[config.mk]
export PLATFORM = sky130hd
export DESIGN_NAME = inst_queue
export DESIGN_NICKNAME = d
export VERILOG_FILES = /design/src/rtl/inst_queue_pkg.sv /design/src/rtl/inst_queue_mem.sv /design/src/rtl/inst_queue.sv
export SDC_FILE = /design/constraint.sdc
export NUM_CORES = 1
export LEC_CHECK = 0
export ABC_AREA = 1
export ABC_CLOCK_PERIOD_IN_PS = 4760
export BUFFER_PORTS_ARGS = -buffer_cell sky130_fd_sc_hd__buf_2
export CAP_MARGIN = 20
export CORE_MARGIN = 4
export CORE_UTILIZATION = 50
export DETAILED_ROUTE_END_ITERATION = 6
export HOLD_SLACK_MARGIN = 0.15
export PLACE_DENSITY = 0.7
export SYNTH_ARGS = -nofsm -noshare
export SYNTH_HDL_FRONTEND = slang
export SYNTH_HIERARCHICAL = 1
export SYNTH_SLANG_ARGS = --single-unit
[constraint.sdc]
create_clock -name clk -period 4.76 [get_ports clk]
set_clock_uncertainty 0.1 [all_clocks]
set_input_delay 0.476 -clock clk [delete_from_list [all_inputs] [get_ports clk]]
set_output_delay 0.476 -clock clk [all_outputs]
set_load 0.005 [all_outputs]
[src/rtl/inst_queue_pkg.sv]
// Shared constants for the fetch/decode instruction queue.
// IQ_DEPTH lives here so fetch and decode can size against the same value as the queue.
package inst_queue_pkg;

  localparam int IQ_WORD  = 32;
  localparam int IQ_DEPTH = 4;

endpackage

[src/rtl/inst_queue_mem.sv]
// DEPTH x WORD storage for the instruction queue.
// One write port and one asynchronous read port; holds no reset.
module inst_queue_mem
  import inst_queue_pkg::*;
#(
  parameter int WORD  = IQ_WORD,
  parameter int DEPTH = IQ_DEPTH,
  parameter int PTRW  = $clog2(DEPTH)
) (
  input  logic            clk,
  input  logic            we,
  input  logic [PTRW-1:0] waddr,
  input  logic [WORD-1:0] wdata,
  input  logic [PTRW-1:0] raddr,
  output logic [WORD-1:0] rdata
);

  logic [WORD-1:0] mem [DEPTH];

  always_ff @(posedge clk) begin
    if (we) mem[waddr] <= wdata;
  end

  assign rdata = mem[raddr];

endmodule

[src/rtl/inst_queue.sv]
// In-order instruction queue between fetch and decode with branch flush.
// Optional INST_QUEUE_BYPASS_EN forwards inst_i straight to decode when the queue is empty.
module inst_queue
  import inst_queue_pkg::*;
#(
  parameter int WORD  = IQ_WORD,
  parameter int DEPTH = IQ_DEPTH,
  parameter int PTRW  = $clog2(DEPTH)
) (
  input  logic            clk,
  input  logic            reset,
  input  logic            v_i,
  input  logic [WORD-1:0] inst_i,
  output logic            stall_o,
  input  logic            flush,
  output logic            v_o,
  output logic [WORD-1:0] inst_o,
  input  logic            stall_i,
  output logic [PTRW:0]   count_o
);

  localparam logic [PTRW:0] FULL = (PTRW+1)'(DEPTH);

  logic [PTRW-1:0] wr_ptr;
  logic [PTRW-1:0] rd_ptr;
  logic [PTRW:0]   count;
  logic [WORD-1:0] mem_rdata;
  logic            push;
  logic            pop;
  logic            do_write;
  logic            do_read;
`ifdef INST_QUEUE_BYPASS_EN
  logic            bypass;
`endif

  // stall_o looks only at registered count, so a full queue refuses even while popping
  always_comb begin
    stall_o = (count == FULL);
    push    = v_i & ~stall_o & ~flush;
`ifdef INST_QUEUE_BYPASS_EN
    bypass   = (count == '0) & v_i & ~flush;
    v_o      = (count != '0) | bypass;
    inst_o   = bypass ? inst_i : mem_rdata;
    pop      = v_o & ~stall_i & ~flush;
    do_write = push & ~(bypass & ~stall_i);
    do_read  = pop & ~bypass;
`else
    v_o      = (count != '0);
    inst_o   = mem_rdata;
    pop      = v_o & ~stall_i & ~flush;
    do_write = push;
    do_read  = pop;
`endif
  end

  always_ff @(posedge clk or posedge reset) begin
    if (reset) begin
      wr_ptr <= '0;
      rd_ptr <= '0;
      count  <= '0;
    end else if (flush) begin
      wr_ptr <= '0;
      rd_ptr <= '0;
      count  <= '0;
    end else begin
      if (do_write) wr_ptr <= wr_ptr + 1'b1;
      if (do_read)  rd_ptr <= rd_ptr + 1'b1;
      case ({do_write, do_read})
        2'b10:   count <= count + 1'b1;
        2'b01:   count <= count - 1'b1;
        default: count <= count;
      endcase
    end
  end

  assign count_o = count;

  inst_queue_mem #(
    .WORD  (WORD),
    .DEPTH (DEPTH),
    .PTRW  (PTRW)
  ) u_mem (
    .clk   (clk),
    .we    (do_write),
    .waddr (wr_ptr),
    .wdata (inst_i),
    .raddr (rd_ptr),
    .rdata (mem_rdata)
  );

endmodule

==> metrics <==
result of the run finished, final reports clean; power density over the cells 493.1 nW/um^2; initial antenna violation count 1; number of setup violations in the final report 0; yosys synthesis warning count 6; IO buf count 73; critical path data required time 4.18 ns; number of vias in the routed layout 3,810; Worst R2R Start count_o[0]$_DFFE_PP0P_; number of unique standard cell types used by synthesis 21; library cell used as clock root buffer clkbuf_16; synthesized area divided by synthesized cell count 10.41 sq um; Clock Sinks 135; number of cell rows 39; launch point of the worst hold path inst_i[2]; post-detailed-routing wire length 11,220 um; number of storage elements in the synthesis netlist 135; classification of the worst setup path reg -> out; Remaining Overflow, GRT 0; worst slew margin relative to its limit 28.75%; vertical die dimension 116.4 um; number of vias per cell 4.745; commonest non-fill, non-tap cell in the layout nand2_1; average wire per cell in the routed design 13.97 um; final hold vios 0; pin count of the biggest net entering global routing 68; post-cts resize count 0; H-tree level count 4; type of element capturing the critical path output pin; clock slew seen by the registers of the worst setup and hold paths 0.06 ns; RSZ-0062 raised after global routing no; starting density of the core 51.19%; count of non-filler cells in the finished layout 803; met3 routing resource usage after global routing 5.699%; wire length of the first global-routing pass 17,880 um; final total power 3.453 mW; time the final worst path needs with I/O delays and setup 3.062 ns; worst hold-check path type in -> reg; main area contributors after synthesis edfxtp_1, nand2_1, inv_1; fraction of final layout cells sized beyond drive strength 1 19.42%; Post-layout nets 685; Final Max Slew Viols 0; Post-Syn Instances 564; global route hottest layer met2; Syn Nets 602; clock buffers created by TritonCTS 17; cell area after technology mapping 5871 sq um; met2 global-route usage 30.17%; worst skew pair latency 0.41 ns; vias in the first global route 3,716; element type at the critical path start register; commonest cells after routing, fill and taps aside nand2_1, inv_1, edfxtp_1, buf_2, nand3_1; Worst IR Drop VDD 0.0002622 V; core box area 11,470 sq um; Final Wtd Congestion 0.7995; biggest fanout along the worst timing path 67; first-iteration detailed-routing DRC count 207; Achievable Freq 0.3266 GHz; Total GRT Usage 17.82%; Tightest Pin Transition 1.067 ns; met1 Use GR 21.16%; Die Outline Area 13,540 sq um; detailed placer's ending HPWL 6641 um; Chip Width 116.4 um; Post-Route Utilization 61.07%; crit share post-route 64.32%; area fraction of the dominant cell type after synthesis 65.47%; count of antenna-violating nets left after detailed routing 0; number of iterations in the first detailed-routing pass 4; post-synth top area cell edfxtp_1; remaining routing DRC violations 0; Setup TNS Final 0 ns; max capacitance violation total 0; critical path launch point rd_ptr[0]$_DFFE_PP0P_; clock tree from TritonCTS done; CTS max path bufs 2; IO Count 74; placed instance count 770; sequential share of the synthesized area 68.46%; Worst Path Arrival 2.49 ns; static leakage power 3.274 nW; signed area change from the synthesized netlist to the final layout 19.29%
==> cell usage after synthesis, drive strengths merged <==
cell / instances
a21oi: 4
nand3: 69
o21ai: 2
buf: 20
xnor2: 1
dfrtp: 7
nor3: 5
clkinv: 1
fa: 1
nand2: 178
inv: 142
nor2: 6
edfxtp: 128
==> registers in the layout, indices dropped and copies added, names as in the netlist <==
register,count
count_o,3
rd_ptr,2
u_mem/mem,128
wr_ptr,2
==> cell type report <==
type	count	area, sq um
Antenna cell	1	2.502
Clock buffer	17	425.4
Clock inverter	14	207.7
Fill cell	887	4464
Inverter	143	536.8
Multi-Input combinational cell	266	1181
Sequential cell	135	4020
Tap cell	143	178.9
Timing Repair Buffer	84	450.4
==> worst max-delay path, stage by stage, from the launching register on <==
cell     delay, ns
dfrtp_2       0.38
buf_4         0.33
inv_2         0.87
nand2_1       0.13
nand3_1       0.11
nand2_1       0.09
buf_2         0.13
==> cell families (layout without fill, tap and decap cells) <==
family | Yosys count | in the layout | share of synthesized area (%)
adders and majority gates | 1 | 1 | 0.3410
other | 0 | 1 | 0
and+or+nand+nor | 258 | 258 | 18.58
AOI/OAI and AO/OA | 6 | 6 | 0.7033
buffers and inverters | 163 | 258 | 11.76
DFF | 135 | 135 | 68.46
xor gates and xnor gates | 1 | 1 | 0.1492
==> routing by layer <==
metal / routed length [um] / part of all wire (%) / up-vias
met3: 669 / 6.0 / 10
met5: 7 / 0.062 / -
met1: 4776 / 43 / 1784
li1: - / - / 1926
met2: 5646 / 50 / 88
met4: 117 / 1.0 / 2
==> where the power goes <==
part | switching [mW] | internal (mW) | total [mW] | leakage, nW
registers | 0.0347 | 1.37 | 1.41 | 1.25
clock network | 0.461 | 0.921 | 1.38 | 0.300
logic | 0.425 | 0.241 | 0.665 | 1.72
total | 0.921 | 2.53 | 3.45 | 3.27
==> through the flow <==
step | setup slack [ns] | cell area (sq um) | hold WS (ns)
floorplan | 1.144 | 5871 | 0.1794
global placement | 2.192 | 6357 | 0.3208
detailed placement | 2.093 | 6357 | 0.3255
CTS | 1.645 | 7000 | 0.1621
global route | 1.467 | 7000 | 0.1675
finish | 1.698 | 7003 | 0.1845
==> worst paths after layout <==
check                                              to  slack [ns]  cells past startpoint
max reg2reg                u_mem/mem[1][21]$_DFFE_PP_        2.67                      7
min reg2reg                     wr_ptr[1]$_DFFE_PP0P_        0.48                      1
min in group asynchronous      count_o[2]$_DFFE_PP0P_        0.45                      3
max in group asynchronous       rd_ptr[0]$_DFFE_PP0P_        3.86                      3
min                         u_mem/mem[1][2]$_DFFE_PP_        0.18                      1
max                                         inst_o[0]        1.70                      6
==> repair_timing <==
item,CTS,global route
buffers inserted,0,0
hold buffers,1,0
hold endpoints to repair,7,0
setup endpoints to repair,0,0
(Power assumes the default switching activity.)
